===== src/rtl/mult.sv =====
// Sequential signed multiplier for the HI/LO path.
// Radix-2 Booth, one multiplier bit per clock.
module mult #(
  parameter int WIDTH = 32
) (
  input  logic             clk,
  input  logic             rst,
  input  logic [WIDTH-1:0] a,
  input  logic [WIDTH-1:0] b,
  input  logic             init,
  input  logic             stop,
  output logic [WIDTH-1:0] hi,
  output logic [WIDTH-1:0] lo,
  output logic             busy,
  output logic             done
);

  localparam int CW = $clog2(WIDTH) + 1;

  typedef enum logic [1:0] {
    S_IDLE,
    S_RUN,
    S_DONE
  } state_t;

  state_t         state;
  logic [WIDTH:0] acc;
  logic [WIDTH-1:0] q;
  logic           q_1;
  logic [WIDTH:0] m;
  logic [CW-1:0]  cnt;

  logic [WIDTH:0]   sum;
  logic [WIDTH:0]   acc_nx;
  logic [WIDTH-1:0] q_nx;
  logic             q1_nx;
  logic [CW-1:0]    cnt_nx;

  // One Booth step: add/sub by recoded pair, then arithmetic shift.
  always_comb begin
    sum = acc;
    case ({q[0], q_1})
      2'b01:   sum = acc + m;
      2'b10:   sum = acc - m;
      default: sum = acc;
    endcase
    acc_nx = {sum[WIDTH], sum[WIDTH:1]};
    q_nx   = {sum[0], q[WIDTH-1:1]};
    q1_nx  = q[0];
    cnt_nx = cnt - CW'(1);
  end

  // Control FSM with registered outputs and datapath registers.
  always_ff @(posedge clk or negedge rst) begin
    if (!rst) begin
      state <= S_IDLE;
      acc   <= '0;
      q     <= '0;
      q_1   <= 1'b0;
      m     <= '0;
      cnt   <= '0;
      hi    <= '0;
      lo    <= '0;
      busy  <= 1'b0;
      done  <= 1'b0;
    end else if (stop) begin
      state <= S_IDLE;
      busy  <= 1'b0;
      done  <= 1'b0;
      hi    <= '0;
      lo    <= '0;
    end else begin
      done <= 1'b0;
      case (state)
        S_IDLE: begin
          if (init) begin
            acc   <= '0;
            q     <= a;
            q_1   <= 1'b0;
            m     <= {b[WIDTH-1], b};
            cnt   <= CW'(WIDTH);
            busy  <= 1'b1;
            state <= S_RUN;
          end
        end
        S_RUN: begin
          acc <= acc_nx;
          q   <= q_nx;
          q_1 <= q1_nx;
          cnt <= cnt_nx;
          if (cnt_nx == '0) state <= S_DONE;
        end
        S_DONE: begin
          hi    <= acc[WIDTH-1:0];
          lo    <= q;
          done  <= 1'b1;
          busy  <= 1'b0;
          state <= S_IDLE;
        end
        default: state <= S_IDLE;
      endcase
    end
  end

endmodule

===== config.mk =====
export PLATFORM = sky130hd
export DESIGN_NAME = mult
export DESIGN_NICKNAME = d
export VERILOG_FILES = /design/src/rtl/mult.sv
export SDC_FILE = /design/constraint.sdc
export NUM_CORES = 1
export LEC_CHECK = 0
export CAP_MARGIN = 40
export CORE_MARGIN = 2
export CORE_UTILIZATION = 55
export DETAILED_ROUTE_END_ITERATION = 12
export GPL_ROUTABILITY_DRIVEN = 0
export PLACE_DENSITY = 0.81
export SETUP_SLACK_MARGIN = 0.2
export SYNTH_ARGS = -nofsm -noshare
export SYNTH_HDL_FRONTEND = slang
export SYNTH_SLANG_ARGS = --single-unit

===== constraint.sdc =====
create_clock -name clk -period 4.8 [get_ports clk]
set_clock_uncertainty 0.2 [all_clocks]
set_input_delay 0.96 -clock clk [delete_from_list [all_inputs] [get_ports clk]]
set_output_delay 0.96 -clock clk [all_outputs]
set_load 0.02 [all_outputs]

==> Word-level counts from Yosys, hierarchy flattened <==
Cells that the tools add are included.
{ "classes": {"add_sub_neg": 3, "multipliers": 0, "div_mod_pow": 0, "order_cmp": 0, "eq_ne": 7, "n_shift": 0, "n_mux": 22, "n_bitwise": 1, "n_reduce_logical": 9} }
{ "ops": {"columns": ["op", "n"], "rows": [
  ["32-bit two-way mux", 5],
  ["33-bit case mux with 2 select lines", 2],
  ["32-bit case mux with 2 select lines", 1],
  ["33-bit adder", 1],
  ["33-bit two-way mux", 1],
  ["33-bit subtractor", 1],
  ["6-bit case mux with 2 select lines", 1],
  ["6-bit logical NOT", 1],
  ["2-bit two-way mux", 3],
  ["6-bit two-way mux", 1],
  ["3-bit inequality test, second input constant", 2],
  ["3-bit AND reduction", 2],
  ["6-bit by 1-bit subtractor with 6-bit output, second input constant", 1],
  ["1-bit two-way mux", 5],
  ["2-bit by 1-bit equality test with 1-bit output, second input constant", 2],
  ["2-bit equality test, second input constant", 2],
  ["1-bit case mux with 2 select lines", 2],
  ["2-bit case mux with 2 select lines", 1],
  ["2-bit AND reduction", 2],
  ["2-bit nonzero test", 2],
  ["3-bit nonzero test", 1],
  ["2-bit logical NOT", 1],
  ["2-bit inequality test, second input constant", 1],
  ["1-bit inverter", 1]
]} }
{ "word_totals": {"reg_bits": 172, "latch_bits": 0, "mem_bits_rw": 0, "mem_bits_ro": 0, "input_bits": 68, "elab_cells": 52, "n_memories": 0} }

==> Longest topological paths before layout <==
Gate-level depths: netlist (run 1).
{ "depth": {"depth_word": 5, "depth_mapped": 17, "depth_no_buf": 17} }

==> Least setup slack after synthesis (run 1) <==
OpenSTA, ideal clock, no wires.
{ "synth_path": {"kind": "flip-flop to flip-flop", "from": "reg m[13]", "to": "reg acc[29]", "setup_time_ns": 0.083, "arrival_time_ns": 3.479, "slack_ns": 1.038, "stages_incl_launch_ff": 16, "n_path_buf": 1, "period_less_slack_ns": 3.762, "cell_sequence": "dfrtp_1 or4_4 or2_4 nor3_2 a31oi_1 o21bai_1 xnor2_1 ha_1 clkbuf_1 o21a_1 nor2_1 or4_1 o22ai_1 a31oi_1 xor2_1 o21ai_0"} }
{ "synth_via": {"elab_chain_cells": 3} }
{ "synth_lines": {"columns": ["item", "line_no", "source"], "rows": [
  ["start: declaration", "30", "logic [WIDTH:0] m;"],
  ["start signal: assignment", "80", "m <= {b[WIDTH-1], b};"],
  ["33-bit subtractor / 33-bit adder (equally long branches)", "44, 43", null],
  ["33-bit case mux with 2 select lines (*)", "42", "case ({q[0], q_1})"],
  ["33-bit case mux with 2 select lines (*)", "74", "case (state)"],
  ["end signal: assignment", "87", "acc <= acc_nx;"],
  ["end: declaration", "27", "logic [WIDTH:0] acc;"]
]} }
Every way passes the cells marked *; elsewhere a longest branch is shown, timed or not.
A chain may end at the register's enable or synchronous reset.

==> Worst setup path after layout (run 1) <==
{ "layout_path": {"from": "reg m[13]", "to": "reg acc[21]"} }
Same word-level chain as after synthesis.

==> flow_metrics.env, run 1 <==
export IMPL_gr_total_overflow=0
export IMPL_max_slew_margin_rel_pct=51.1
export IMPL_outcome="finished, final reports clean"
export IMPL_min_delay_path_class="in -> async"
export IMPL_netlist_area_leader_share_pct=46.3
export IMPL_synth_warnings=0
export IMPL_synthCells=921
export IMPL_drcViolationCount=0
export IMPL_synth_xor_area_share_pct=5.68
export IMPL_ys_ff_latch=171
export IMPL_path_delay_family="compound AO/OA/AOI/OAI gates"
export IMPL_critical_path_arrival_ns=4.25
export IMPL_syn_avg_cell_area_um2=10.0
export IMPL_yosysSeqAreaShare_pct=46.3
export IMPL_antenna_found_initial=0
export IMPL_vias=7664
export IMPL_fp_dieH_um=134
export IMPL_setup_violations_final=0
export IMPL_insertion_delay_ns=0.43
export IMPL_synthAdderAreaFrac_pct=5.09
export IMPL_fin_nets=1139
export IMPL_nFillCells=1228
export IMPL_design_area_um2=11400
export IMPL_hold_viol=0
export IMPL_netlist_area_um2=9250
export IMPL_gr_usage_all_layers_pct=25.7
export IMPL_grt_pass1_vias=7289
export IMPL_synthTopCellsByArea="dfrtp_1, a22o_1, ha_1, o21ai_0, mux2i_1"
export IMPL_post_cts_setup_buffer_count=0
export IMPL_grt_pass1_wl_um=37000
export IMPL_powerDensity_nw_per_um2=537
export IMPL_worst_slew_pin_slew_ns=0.727
export IMPL_hpwl_um=15900
export IMPL_diodes=0
export IMPL_coreArea_um2=16500
export IMPL_wirelength_um=22300
export IMPL_synth_simple_gate_area_share_pct=10.5
export IMPL_critPathLaunchType="flop"
export IMPL_synth_enable_flop_cells=0
export IMPL_crit_buf_inv=0
export IMPL_cpMostUsedCell="a21oi_1"
export IMPL_wl_per_cell_um=17.6
export IMPL_initial_utilization_pct=56.0
export IMPL_path_cells="or4_4 -> or2_4 -> nor3_2 -> a21oi_1 -> xnor2_1 -> ha_1 -> a21oi_1 -> o21ai_0 -> a21oi_1 -> a21boi_0 -> xor2_1 -> o21ai_0"
export IMPL_synth_cell_types=61
export IMPL_tritoncts="built"
export IMPL_cts_resized=0
export IMPL_grt_max_degree=74
export IMPL_cp_max_fo=8
export IMPL_muxShareOfSynthArea_pct=6.97
export IMPL_areaGrowthSynthToFinish_pct=23.7
export IMPL_cp_required_ns=4.92
export IMPL_ir_drop_uv=350
export IMPL_end_kind="flop"
export IMPL_synth_compound_area_share_pct=22.5
export IMPL_cts_buffer_depth=2
export IMPL_multi_input_area_um2=4720
export IMPL_synth_largest_area_cell="dfrtp_1"
export IMPL_setup_tns_ns=0
export IMPL_worst_path_max_delay_cell="or4_4"
export IMPL_period_share_pct=86.2
export IMPL_synth_nets=1026
export IMPL_synthArstFlopShare_pct=100
export IMPL_viasPerCell=6.05
export IMPL_drt_iter0_drc=695
export IMPL_cpPeakStageDelay_ns=0.55
export IMPL_synth_top_family_by_area="compound AO/OA/AOI/OAI gates"
export IMPL_ant_nets=0
export IMPL_period_minus_slack_ns=4.14
export IMPL_synthFlopType="dfrtp_1"
export IMPL_io_buffers=133
export IMPL_slew_violations=0
export IMPL_place_area_um2=10800
export IMPL_drv_cap=0
export IMPL_p_leak_nw=5.14
export IMPL_instances_no_fill=1267
export IMPL_placed_cells=1235
export IMPL_drive_above_1_share_pct=8.21
export IMPL_cts_hold_buf=0
export IMPL_cts_buffers_inserted=17
export IMPL_seq_area_um2=4280
export IMPL_placement_rows=47
export IMPL_cts_sinks=171
export IMPL_io_pins=134
export IMPL_die_area_um2=17900
export IMPL_root_buffer="clkbuf_16"
export IMPL_htree_levels=4
export IMPL_fmaxAchievable_ghz=0.242
export IMPL_rsz0062_at_grt="no"
export IMPL_clk_pin_slew_worst_paths_ns=0.07
export IMPL_chipWidth_um=134
export IMPL_critPathKind="reg -> reg"
export IMPL_firstDrtPassIters=5
## sequential cells by signal (all words and copies together), names as in the netlist
| register | cells |
|---|---|
| acc | 32 |
| busy | 1 |
| cnt | 6 |
| done | 1 |
| hi | 32 |
| lo | 32 |
| m | 32 |
| q | 32 |
| q_1 | 1 |
| state | 2 |
## cell usage in the layout, fill, tap and decap left out, types with 6 or more instances in the layout
cell type        Yosys  layout
o21a_1               6       6
clkdlybuf4s50_1      0     132
and3_1               9       9
nand4_1              8       8
clkbuf_16            0      17
nor4_1               6       6
nor2_1              52      52
a22o_1              67      67
o31ai_1              8       8
a22oi_1             22      22
nand2_1             85      85
a31oi_1              8       8
mux2i_1             34      34
xor2_1              23      23
inv_1               21      21
xnor2_1             37      37
buf_4                0      12
mux2_2              27      27
a21oi_1             52      51
nand3_1              7       7
nor3_1              12      12
a21o_1              14      14
and2_1               7       7
o21ai_0             86      86
ha_1                36      36
dfrtp_1            171     171
## worst paths after layout
path,cells past startpoint,from,end,slack (ns)
min in group clk,1,hi[25],hi[25],0.30
setup reg to reg,12,m[13],acc[21],0.66
hold / removal,1,rst,lo[27],0.20
max in group asynchronous,2,rst,hi[25],3.54
hold reg to reg,1,hi[25],hi[25],0.30
setup / recovery,12,m[13],acc[21],0.66
## metrics by stage
stage	hold WS (ns)	total power [mW]	setup WS, ns	util (%)
after floorplan	0.265	3.99	1.04	-
after detailed placement	0.281	4.68	0.798	65.6
final	0.201	6.14	0.665	69.2
after global routing	0.213	6.54	0.394	69.2
after CTS	0.205	6.08	0.749	69.2
after global placement	0.274	4.61	0.864	65.4
## synthesized netlist by cell type (2+ instances only)
library cell  count
a2111oi_0         2
a211oi_1          4
a21o_1           14
a21oi_1          52
a221o_1           3
a221oi_1          2
a22o_1           67
a22oi_1          22
a31oi_1           8
a41oi_1           4
and2_1            7
and3_1            9
buf_1             8
clkbuf_1         46
dfrtp_1         171
ha_1             36
inv_1            21
mux2_2           27
mux2i_1          34
nand2_1          85
nand2b_1          4
nand3_1           7
nand4_1           8
nor2_1           52
nor2b_1           4
nor3_1           12
nor4_1            6
o2111ai_1         2
o211ai_1          3
o21a_1            6
o21ai_0          86
o21ai_1           3
o21bai_1          3
o221ai_1          2
o22ai_1           2
o31ai_1           8
o41ai_1           3
or2_2             3
or3_1             4
or4_1             2
xnor2_1          37
xor2_1           23
## layout make-up
type	instances	share of cell area (%)
Tap cell	220	2.41
Multi-Input combinational cell	675	41.3
Clock inverter	13	1.42
Timing Repair Buffer	148	13.0
Inverter	21	0.689
Sequential cell	171	37.4
Clock buffer	19	3.79
## metal layers
layer | share of wire, % | up-vias | wire (um) | GRT usage (%)
li1 | - | 3619 | - | -
met1 | 45 | 3685 | 10000 | 36.3
met2 | 46 | 306 | 10200 | 40.1
met3 | 7.4 | 54 | 1640 | 5.67
met4 | 2.1 | 0 | 469 | 7.62
met5 | 0 | - | 0 | 0
## logic make-up (layout without fill, tap and decap cells)
family | after synthesis | after routing
AO/OA/AOI/OAI | 307 | 307
XOR/XNOR | 60 | 60
adder cells (fa/ha/maj) | 37 | 37
buffers and inverters | 75 | 201
flip-flops | 171 | 171
multiplexers | 61 | 61
AND/OR/NAND/NOR | 210 | 210
## power breakdown
group	internal, mW	switching [mW]
Clock	0.780	0.601
Sequential	1.71	0.347
Combinational	1.14	1.57
No activity file was read; power rests on OpenSTA's default activity.
==> run 2, diff against run 1 <==
CAP_MARGIN = default   (was 40)
==> run 2 against run 1 <==
- global-route usage down 0.14 points
- register-to-register slack worse by 0.02 ns
- cell area is 0.19% lower
- clock-buffer cell count unchanged
- fmax fell by 0.43%
- core utilization shrank 0.13 points
- clock power about the same
- die area did not move
- power is essentially flat
- first-iteration DRC count rose by 25%
- wire length shrank 0.90%
- critical endpoint is now acc[31]
- largest power group unchanged
- highest routed layer unchanged
==> flow_metrics.env, run 2 (same netlist as run 1, synthesis figures left out) <==
export IMPL_seq_area_um2=4280
export IMPL_initial_utilization_pct=56.0
export IMPL_rsz0062_at_grt="no"
export IMPL_setup_violations_final=0
export IMPL_clk_pin_slew_worst_paths_ns=0.07
export IMPL_viasPerCell=6.04
export IMPL_placed_cells=1234
export IMPL_critical_path_arrival_ns=4.32
export IMPL_cts_buffers_inserted=17
export IMPL_final_common_cell="dfrtp_1"
export IMPL_cpPeakStageDelay_ns=0.55
export IMPL_htree_levels=4
export IMPL_fin_nets=1138
export IMPL_slew_violations=0
export IMPL_areaGrowthSynthToFinish_pct=23.4
export IMPL_max_slew_margin_rel_pct=38.4
export IMPL_drt_iter0_drc=871
export IMPL_period_minus_slack_ns=4.15
export IMPL_cts_resized=0
export IMPL_placement_rows=47
export IMPL_setup_tns_ns=0
export IMPL_cts_sinks=171
export IMPL_wl_per_cell_um=17.4
export IMPL_nFillCells=1258
export IMPL_fmaxAchievable_ghz=0.241
export IMPL_ant_nets=0
export IMPL_post_cts_setup_buffer_count=0
export IMPL_period_share_pct=86.5
export IMPL_gr_total_overflow=0
export IMPL_grt_max_degree=106
export IMPL_hpwl_um=15900
export IMPL_tritoncts="built"
export IMPL_instances_no_fill=1266
export IMPL_gr_usage_all_layers_pct=25.6
export IMPL_min_delay_path_class="reg -> reg"
export IMPL_chipWidth_um=134
export IMPL_powerDensity_nw_per_um2=538
export IMPL_root_buffer="clkbuf_16"
export IMPL_crit_buf_inv=0
export IMPL_drive_above_1_share_pct=8.22
export IMPL_diodes=0
export IMPL_cp_max_fo=8
export IMPL_coreArea_um2=16500
export IMPL_cp_required_ns=4.97
export IMPL_p_leak_nw=5.14
export IMPL_multi_input_area_um2=4720
export IMPL_hold_viol=0
export IMPL_cts_hold_buf=0
export IMPL_cts_buffer_depth=2
export IMPL_firstDrtPassIters=5
export IMPL_final_cell_mix="dfrtp_1, clkdlybuf4s50_1, o21ai_0"
export IMPL_drcViolationCount=0
export IMPL_critPathKind="reg -> reg"
export IMPL_path_delay_family="simple AND/OR/NAND/NOR gates"
export IMPL_worst_path_max_delay_cell="or4_4"
export IMPL_worst_slew_pin_slew_ns=0.924
export IMPL_io_buffers=133
export IMPL_ir_drop_uv=328
export IMPL_end_kind="flop"
export IMPL_vias=7645
export IMPL_die_area_um2=17900
export IMPL_fp_dieH_um=134
export IMPL_critPathLaunchType="flop"
export IMPL_antenna_found_initial=0
export IMPL_wirelength_um=22100
export IMPL_path_cells="or4_4 -> or2_4 -> nor3_2 -> a21oi_1 -> xnor2_1 -> ha_1 -> a21oi_1 -> o211ai_1 -> nor3_1 -> nor3_1 -> or2_2 -> a2111o_1 -> nand3_1"
export IMPL_drv_cap=0
export IMPL_grt_pass1_wl_um=36700
export IMPL_outcome="finished, final reports clean"
export IMPL_io_pins=134
export IMPL_grt_pass1_vias=7219
export IMPL_insertion_delay_ns=0.44
run 2: changes by cell type in the layout (fill, tap and decap cells not counted):
cell | previous run | this run
clkinv_4 | 4 | 2
buf_16 | 1 | 0
clkbuf_1 | 2 | 1
clkbuf_8 | 0 | 1
clkinv_2 | 0 | 1
inv_6 | 2 | 3
run 2: through the flow:
step	util, %	power (mW)	setup WS (ns)	hold WS [ns]	instance area, um^2
4_1_cts	69.1	6.09	0.714	0.298	11400
6_report	69.1	6.14	0.647	0.297	11400
2_1_floorplan	-	3.99	1.04	0.265	9250
5_1_grt	69.1	6.54	0.399	0.311	11400
3_5_place_dp	65.4	4.68	0.779	0.281	10800
3_3_place_gp	65.4	4.61	0.864	0.274	10800
run 2: metal layers:
layer / up-vias / GRT usage (%) / wire, um
li1: 3622 / - / -
met1: 3645 / 36.6 / 10100
met2: 330 / 40.1 / 10100
met3: 48 / 4.41 / 1410
met4: 0 / 7.92 / 469
met5: - / 0 / 0
run 2: final timing paths:
kind | slack, ns | to | startpoint | cells after the start
worst max-delay path | 0.65 | acc[31] | m[13] | 13
worst min-delay path | 0.30 | lo[27] | lo[27] | 1
worst max register to register | 0.65 | acc[31] | m[13] | 13
worst min register to register | 0.30 | lo[27] | lo[27] | 1
max in group asynchronous | 3.11 | acc[30] | rst | 2
min in group asynchronous | 0.43 | lo[27] | rst | 1
run 2: cell type report:
type / instances / area share, %
multi-input combinational: 675 / 41.3
clock inverter: 13 / 1.39
sequential: 171 / 37.5
inverter: 21 / 0.690
timing repair buffer: 147 / 12.8
tap: 220 / 2.41
clock buffer: 19 / 3.88
run 2: worst reg2reg max path, stage by stage (launching register included):
cell	delay [ns]
dfrtp_1	0.43
or4_4	0.55
or2_4	0.26
nor3_2	0.42
a21oi_1	0.16
xnor2_1	0.16
ha_1	0.40
a21oi_1	0.26
o211ai_1	0.17
nor3_1	0.17
nor3_1	0.08
or2_2	0.33
a2111o_1	0.40
nand3_1	0.10
run 2: report_power, final:
group          internal (mW)  switching (mW)
logic                   1.13            1.57
clock network          0.793           0.600
registers               1.71           0.345
==> run 3, diff against run 2 <==
SKIP_CTS_REPAIR_TIMING = 1   (was default)
==> results of run 3 <==
Same layout as run 2: the final DEF is identical, and so are final timing and power.
